### src/rtl/cam_pkg.sv
// Shared definitions for the camera capture front end: FSM states,
// pixel byte order and the frame-size helper used for the address bound.
package cam_pkg;

  typedef enum logic [1:0] {
    ST_IDLE,
    ST_WAIT_VS,
    ST_CAPTURE,
    ST_DONE
  } cam_state_e;

  // First byte received for a pixel lands in the most significant byte.
  localparam bit MSB_FIRST = 1'b1;

  // Number of pixels actually stored per frame (with optional 2x2 decimation).
  function automatic int unsigned frame_pixels(input int unsigned h,
                                               input int unsigned v,
                                               input bit decim);
    return decim ? (h / 2) * (v / 2) : h * v;
  endfunction

endpackage

### src/rtl/cam_sync.sv
// N-stage synchroniser for an asynchronous sensor signal, with
// single-cycle rising/falling edge strobes in the clk domain.
module cam_sync #(
  parameter int unsigned STAGES = 2
) (
  input  logic clk,
  input  logic rst,
  input  logic d_i,
  output logic sync_o,
  output logic rise_o,
  output logic fall_o
);

  logic [STAGES-1:0] sr_q;
  logic              prev_q;

  // Shift the raw input through the synchroniser chain and keep the last value for edge detect
  always_ff @(posedge clk or posedge rst) begin
    if (rst) begin
      sr_q   <= '0;
      prev_q <= 1'b0;
    end else begin
      sr_q   <= {sr_q[STAGES-2:0], d_i};
      prev_q <= sr_q[STAGES-1];
    end
  end

  assign sync_o = sr_q[STAGES-1];
  assign rise_o = sr_q[STAGES-1] & ~prev_q;
  assign fall_o = ~sr_q[STAGES-1] & prev_q;

endmodule

### src/rtl/cam_capture_ctrl.sv
// Camera capture controller: XCLK generation, sensor signal sampling,
// pixel assembly, bounded frame-RAM writes and frame geometry checking.
// Optional build macro CAM_DECIM_EN: keep only even pixels of even lines.
module cam_capture_ctrl
  import cam_pkg::*;
#(
  parameter int unsigned XCLK_HALF     = 2,
  parameter int unsigned BYTES_PER_PIX = 2,
  parameter int unsigned H_RES         = 160,
  parameter int unsigned V_RES         = 120,
  parameter int unsigned ADDR_W        = 15,
  parameter int unsigned SYNC_STAGES   = 2
) (
  input  logic                         clk,
  input  logic                         rst,
  input  logic                         start_i,
  input  logic                         cont_i,
  output logic                         busy_o,
  output logic                         done_o,
  output logic                         err_o,
  output logic                         cam_xclk_o,
  input  logic                         cam_pclk_i,
  input  logic                         cam_vsync_i,
  input  logic                         cam_href_i,
  input  logic [7:0]                   cam_data_i,
  output logic                         mem_we_o,
  output logic [ADDR_W-1:0]            mem_adr_o,
  output logic [8*BYTES_PER_PIX-1:0]   mem_dat_o,
  output logic [ADDR_W-1:0]            line_cnt_o
);

`ifdef CAM_DECIM_EN
  localparam bit DECIM = 1'b1;
`else
  localparam bit DECIM = 1'b0;
`endif
  localparam int unsigned PW         = 8 * BYTES_PER_PIX;
  localparam int unsigned LINE_BYTES = H_RES * BYTES_PER_PIX;
  localparam int unsigned FRAME_PIX  = frame_pixels(H_RES, V_RES, DECIM);
  localparam int unsigned BC_W       = $clog2(LINE_BYTES + 2);
  localparam int unsigned XC_W       = $clog2(XCLK_HALF + 1);
  localparam int unsigned IDX_W      = ADDR_W + 1;

  cam_state_e state_q, state_d;

  logic [XC_W-1:0]   xcnt_q;
  logic              xclk_q;

  logic [IDX_W-1:0]  idx_q, idx_d;
  logic [ADDR_W-1:0] line_q, line_d;
  logic [BC_W-1:0]   bcnt_q, bcnt_d;
  logic              phase_q, phase_d;
  logic [7:0]        hi_q, hi_d;
  logic              we_q, we_d;
  logic [ADDR_W-1:0] adr_q, adr_d;
  logic [PW-1:0]     dat_q, dat_d;
  logic              err_q, err_d;
  logic              err_set;
`ifdef CAM_DECIM_EN
  logic              col_odd_q, col_odd_d;
`endif

  logic pclk_s, pclk_rise, pclk_fall;
  logic vs_s, vs_rise, vs_fall;
  logic href_s, href_rise, href_fall;
  logic unused_sync;

  logic          enter_cap;
  logic          byte_ev;
  logic          pix_done;
  logic          keep;
  logic [PW-1:0] pix_word;

  cam_sync #(.STAGES(SYNC_STAGES)) u_sync_pclk (
    .clk(clk), .rst(rst), .d_i(cam_pclk_i),
    .sync_o(pclk_s), .rise_o(pclk_rise), .fall_o(pclk_fall)
  );

  cam_sync #(.STAGES(SYNC_STAGES)) u_sync_vsync (
    .clk(clk), .rst(rst), .d_i(cam_vsync_i),
    .sync_o(vs_s), .rise_o(vs_rise), .fall_o(vs_fall)
  );

  cam_sync #(.STAGES(SYNC_STAGES)) u_sync_href (
    .clk(clk), .rst(rst), .d_i(cam_href_i),
    .sync_o(href_s), .rise_o(href_rise), .fall_o(href_fall)
  );

  assign unused_sync = &{1'b0, pclk_s, pclk_fall, vs_s, href_rise};

  // Free-running XCLK divider: toggles every XCLK_HALF clk cycles
  always_ff @(posedge clk or posedge rst) begin
    if (rst) begin
      xcnt_q <= '0;
      xclk_q <= 1'b0;
    end else if (xcnt_q == XC_W'(XCLK_HALF - 1)) begin
      xcnt_q <= '0;
      xclk_q <= ~xclk_q;
    end else begin
      xcnt_q <= xcnt_q + 1'b1;
    end
  end

  // FSM state register
  always_ff @(posedge clk or posedge rst) begin
    if (rst) state_q <= ST_IDLE;
    else     state_q <= state_d;
  end

  // FSM next-state: arm on start, frame bounded by VSYNC falling/rising edges
  always_comb begin
    state_d = state_q;
    unique case (state_q)
      ST_IDLE:    if (start_i) state_d = ST_WAIT_VS;
      ST_WAIT_VS: if (vs_fall) state_d = ST_CAPTURE;
      ST_CAPTURE: if (vs_rise) state_d = ST_DONE;
      ST_DONE:    state_d = cont_i ? ST_WAIT_VS : ST_IDLE;
      default:    state_d = ST_IDLE;
    endcase
  end

  // FSM outputs
  always_comb begin
    busy_o = (state_q != ST_IDLE);
    done_o = (state_q == ST_DONE);
  end

  assign enter_cap = (state_q == ST_WAIT_VS) && vs_fall;
  assign byte_ev   = (state_q == ST_CAPTURE) && pclk_rise && href_s;
  assign pix_done  = (BYTES_PER_PIX == 1) ? 1'b1 : phase_q;

  if (BYTES_PER_PIX == 1) begin : g_word1
    assign pix_word = cam_data_i;
  end else begin : g_word2
    assign pix_word = MSB_FIRST ? {hi_q, cam_data_i} : {cam_data_i, hi_q};
  end

`ifdef CAM_DECIM_EN
  assign keep = ~col_odd_q & ~line_q[0];
`else
  assign keep = 1'b1;
`endif

  // Datapath next-state: byte assembly, bounded address generation, geometry checks
  always_comb begin
    idx_d   = idx_q;
    line_d  = line_q;
    bcnt_d  = bcnt_q;
    phase_d = phase_q;
    hi_d    = hi_q;
    we_d    = 1'b0;
    adr_d   = adr_q;
    dat_d   = dat_q;
    err_d   = err_q;
    err_set = 1'b0;
`ifdef CAM_DECIM_EN
    col_odd_d = col_odd_q;
`endif
    if (enter_cap) begin
      idx_d   = '0;
      line_d  = '0;
      bcnt_d  = '0;
      phase_d = 1'b0;
`ifdef CAM_DECIM_EN
      col_odd_d = 1'b0;
`endif
    end else if (state_q == ST_CAPTURE) begin
      if (byte_ev) begin
        if (bcnt_q != BC_W'(LINE_BYTES + 1)) bcnt_d = bcnt_q + 1'b1;
        if (!pix_done) begin
          hi_d    = cam_data_i;
          phase_d = 1'b1;
        end else begin
          phase_d = 1'b0;
`ifdef CAM_DECIM_EN
          col_odd_d = ~col_odd_q;
`endif
          if (keep) begin
            if (idx_q < IDX_W'(FRAME_PIX)) begin
              we_d  = 1'b1;
              adr_d = idx_q[ADDR_W-1:0];
              dat_d = pix_word;
              idx_d = idx_q + 1'b1;
            end else begin
              err_set = 1'b1;
            end
          end
        end
      end
      if (href_fall) begin
        line_d  = line_q + 1'b1;
        phase_d = 1'b0;
        bcnt_d  = '0;
`ifdef CAM_DECIM_EN
        col_odd_d = 1'b0;
`endif
        if (bcnt_q != BC_W'(LINE_BYTES)) err_set = 1'b1;
      end
      if (vs_rise && (line_q != ADDR_W'(V_RES))) err_set = 1'b1;
    end
    if ((state_q == ST_IDLE) && start_i) err_d = 1'b0;
    else if (err_set)                    err_d = 1'b1;
  end

  // Datapath registers
  always_ff @(posedge clk or posedge rst) begin
    if (rst) begin
      idx_q   <= '0;
      line_q  <= '0;
      bcnt_q  <= '0;
      phase_q <= 1'b0;
      hi_q    <= '0;
      we_q    <= 1'b0;
      adr_q   <= '0;
      dat_q   <= '0;
      err_q   <= 1'b0;
`ifdef CAM_DECIM_EN
      col_odd_q <= 1'b0;
`endif
    end else begin
      idx_q   <= idx_d;
      line_q  <= line_d;
      bcnt_q  <= bcnt_d;
      phase_q <= phase_d;
      hi_q    <= hi_d;
      we_q    <= we_d;
      adr_q   <= adr_d;
      dat_q   <= dat_d;
      err_q   <= err_d;
`ifdef CAM_DECIM_EN
      col_odd_q <= col_odd_d;
`endif
    end
  end

  assign cam_xclk_o = xclk_q;
  assign mem_we_o   = we_q;
  assign mem_adr_o  = adr_q;
  assign mem_dat_o  = dat_q;
  assign err_o      = err_q;
  assign line_cnt_o = line_q;

endmodule

### config.mk
export PLATFORM = sky130hd
export DESIGN_NAME = cam_capture_ctrl
export DESIGN_NICKNAME = d
export VERILOG_FILES = /design/src/rtl/cam_pkg.sv /design/src/rtl/cam_sync.sv /design/src/rtl/cam_capture_ctrl.sv
export SDC_FILE = /design/constraint.sdc
export NUM_CORES = 1
export LEC_CHECK = 0
export ABC_CLOCK_PERIOD_IN_PS = 2700
export BUFFER_PORTS_ARGS = -buffer_cell sky130_fd_sc_hd__clkbuf_2
export CORE_MARGIN = 4
export CORE_UTILIZATION = 25
export CTS_CLUSTER_SIZE = 20
export DETAILED_ROUTE_END_ITERATION = 8
export GPL_TIMING_DRIVEN = 1
export SYNTH_ARGS = -nofsm -noshare
export SYNTH_HDL_FRONTEND = slang
export SYNTH_SLANG_ARGS = --single-unit
### constraint.sdc
create_clock -name clk -period 2.7 [get_ports clk]
set_input_delay 0 -clock clk [delete_from_list [all_inputs] [get_ports clk]]
set_output_delay 0 -clock clk [all_outputs]
set_load 0.05 [all_outputs]
==> run summary <==
Die Ht: 138 um
Clock Latency Late Sink: 0.34 ns
CP delay by family, top: simple AND/OR/NAND/NOR gates
Sink Count: 96
core area: 0.0166 sq mm
Syn Std Cell Area: 0.00426 sq mm
antenna violations before repair: 0
Sw Share: 35.1%
# H-tree levels: 3
VDD IR-drop max: 0.296 mV
CP Depth: 7
Diodes inserted: 0
reg2reg end: idx_q[10]
r2r setup slk: 0.21 ns
Crit Path Max Fanout: 6
layout cells sized above 1: 30.6%
clock skew: 0.00725 ns
Clock transition at path regs: 0.07 ns
CTS tree: done
Overall Power: 0.00401 W
RSZ-0062 raised after global routing: no
Row Count: 47
most common cell after layout, fill and taps aside: dfrtp_1
root buffer cell: clkbuf_16
slowest cell delay on critical path: 0.62 ns
Slew Limit Fails: 0
Max Cap Viol: 0
DP Cell Count: 644
PD cells: 757 mW/mm^2
Vias: 3001
DR WL/cell: 13.6 um
I/O Buffers: 65
first-pass GRT wire length: 15.5 mm
count of different cell masters after synthesis: 48
Gate Count Post-Synth: 358
total track usage: 9.92%
Layout Cells excl Fill: 674
syn nets: 384
I/O pin total: 66
Setup CP Type: flip-flop to flip-flop
Hold Path Origin: cam_vsync_i
pin count of the biggest net entering global routing: 51
NumNets Final: 475
drt total wl: 9.14 mm
Hold WC Path Type: primary input to flip-flop
# DRC: 0
Static Leak: 2.52 nW
hpwl dp: 6.68 mm
Mean Syn Cell Area: 11.9 sq um
Hold WS: 0.302 ns
gr ovfl total: 0
reg2reg start: state_q[0]
Iteration-0 DRC Markers: 77
Die Footprint: 0.0192 sq mm
total iterations of the first detailed-routing run: 4
Tmin final: 2.49 ns
Num CTS Buffers: 9
Final Hold Vio Count: 0
post-synthesis sequential area ratio: 56.4%
cells along the critical path: inv_1, ha_1, nand4b_2, or4b_1, nor4_4, a31oi_1, a41o_1
Slew headroom: 44.0%
area delta synth->final: 24.6%
Net Switching: 0.00141 W
Synth warnings: 0
startpoint types: flip-flop
worst r2r path cells: 7
Comb pwr share: 27.0%
Setup WS pre-CTS: 0.166 ns
clock network fraction of total power: 28.8%
final antenna-violating net count: 0
initial core utilization: 25.6%
RePlAce Congestion: 0.819
setup TNS: 0 ns
CP arrival: 2.73 ns
Fmax: 401 MHz
status: complete, no violations
hold endpoint: u_sync_vsync.sr_q[0]
Post CTS Setup Buffer Count: 0
Die Wd: 138 um
ys flop type: dfrtp_1
PnR worst setup slack: 0.206 ns
post-route clock period utilization: 92.4%
vias in the first global route: 3129
crit end category: flip-flop
cell-internal power: 0.00260 W
Worst Max-Slew Pin Slew: 0.840 ns
CTS max path bufs: 2
Critical Path RT: 2.94 ns
sequential share of power: 44.3%
synthesized flop and latch total: 96
number of synthesized flops with an enable pin: 0
Vias per Instance: 4.45
hold depth: 2
slowest cell on the critical path: or4b_1
Setup-failing EPs final: 0
most frequent cells in the layout: dfrtp_1, clkbuf_2, mux2_2, nor2_1, nand2_1
CP bufs+invs: 1
Post-synth ARST share: 100%
==> registers in the layout (all words and copies together), names as in the netlist <==
register,count
bcnt_q,9
u_sync_href.prev_q,1
hi_q,8
xcnt_q,2
mem_adr_o,15
u_sync_pclk.prev_q,1
mem_we_o,1
u_sync_href.sr_q,2
idx_q,16
line_cnt_o,15
phase_q,1
mem_dat_o,16
u_sync_pclk.sr_q,2
state_q,2
u_sync_vsync.prev_q,1
u_sync_vsync.sr_q,2
cam_xclk_o,1
err_o,1
==> per-stage QoR <==
step | area [sq um] | utilization (%)
4_1_cts | 5300 | 31.9
3_5_place_dp | 4900 | 29.4
2_1_floorplan | 4260 | -
5_1_grt | 5300 | 31.9
6_report | 5300 | 31.9
3_3_place_gp | 4900 | 29.4
==> cells in the mapped netlist, types with 3 or more instances <==
cell type	n	area, sq um
inv_1	15	56.3
a21oi_1	14	70.1
nand2_1	21	78.8
and2_1	3	18.8
or3_1	6	37.5
ha_1	11	138
clkbuf_1	4	15.0
xnor2_1	9	78.8
nand2b_1	3	18.8
dfrtp_1	96	2400
o21ai_0	9	45.0
nor2_1	33	124
xor2_1	15	131
mux2_2	40	450
nor3_1	3	15.0
buf_6	4	45.0
o211ai_1	3	22.5
nor4_1	4	25.0
nor3b_1	3	22.5
nor4b_1	4	35.0
nand4_1	13	81.3
nand3_1	13	65.1
==> power by group through the flow <==
stage / Combinational, W / Sequential (W) / Clock (W)
6_report: 0.00108 / 0.00178 / 0.00115
5_1_grt: 0.00118 / 0.00181 / 0.00125
4_1_cts: 0.00110 / 0.00177 / 0.00120
3_5_place_dp: 0.00108 / 0.00180 / 0
3_3_place_gp: 0.00105 / 0.00179 / 0
2_1_floorplan: 0.000502 / 0.00208 / 0
==> what timing repair did <==
action | 4_1_cts | 5_1_grt
hold endpoints to repair | 67 | 0
hold buffers | 14 | 0
endpoints found under the setup margin | 0 | 3
gates resized for setup | 0 | 1
==> kinds of logic after synthesis <==
logic type                 share of synthesized area (%)
and+or+nand+nor                                     15.6
adders and majority gates                           3.23
buffers and inverters                               2.82
DFF                                                 56.4
xor gates and xnor gates                            4.94
muxes                                               10.6
AOI/OAI and AO/OA                                   6.38
==> worst max path at each step <==
stage,startpoint,end,slack (ns)
after floorplan,rst,bcnt_q[0],0.19
after global placement,state_q[0],idx_q[10],0.25
after detailed placement,state_q[1],bcnt_q[6],0.17
after CTS,state_q[1],bcnt_q[6],0.17
after global routing,state_q[0],idx_q[12],0.04
final,state_q[0],idx_q[10],0.21
==> final cells by class <==
| type | count | area [sq um] |
|---|---|---|
| multi-input combinational | 238 | 1740 |
| inverter | 15 | 57.6 |
| fill | 1692 | 11300 |
| clock inverter | 5 | 33.8 |
| tap | 220 | 275 |
| sequential | 96 | 2400 |
| timing repair buffer | 89 | 566 |
| clock buffer | 11 | 233 |
==> layer usage <==
| layer | wire (um) | share of wire (%) | global-route usage [%] | vias to the layer above |
|---|---|---|---|---|
| met5 | 0 | 0 | 0 | - |
| met4 | 172 | 1.9 | 4.00 | 0 |
| met2 | 4440 | 49 | 16.2 | 47 |
| met1 | 4190 | 46 | 12.8 | 1488 |
| li1 | - | - | - | 1454 |
| met3 | 332 | 3.6 | 2.31 | 12 |
(Power assumes the default switching activity.)
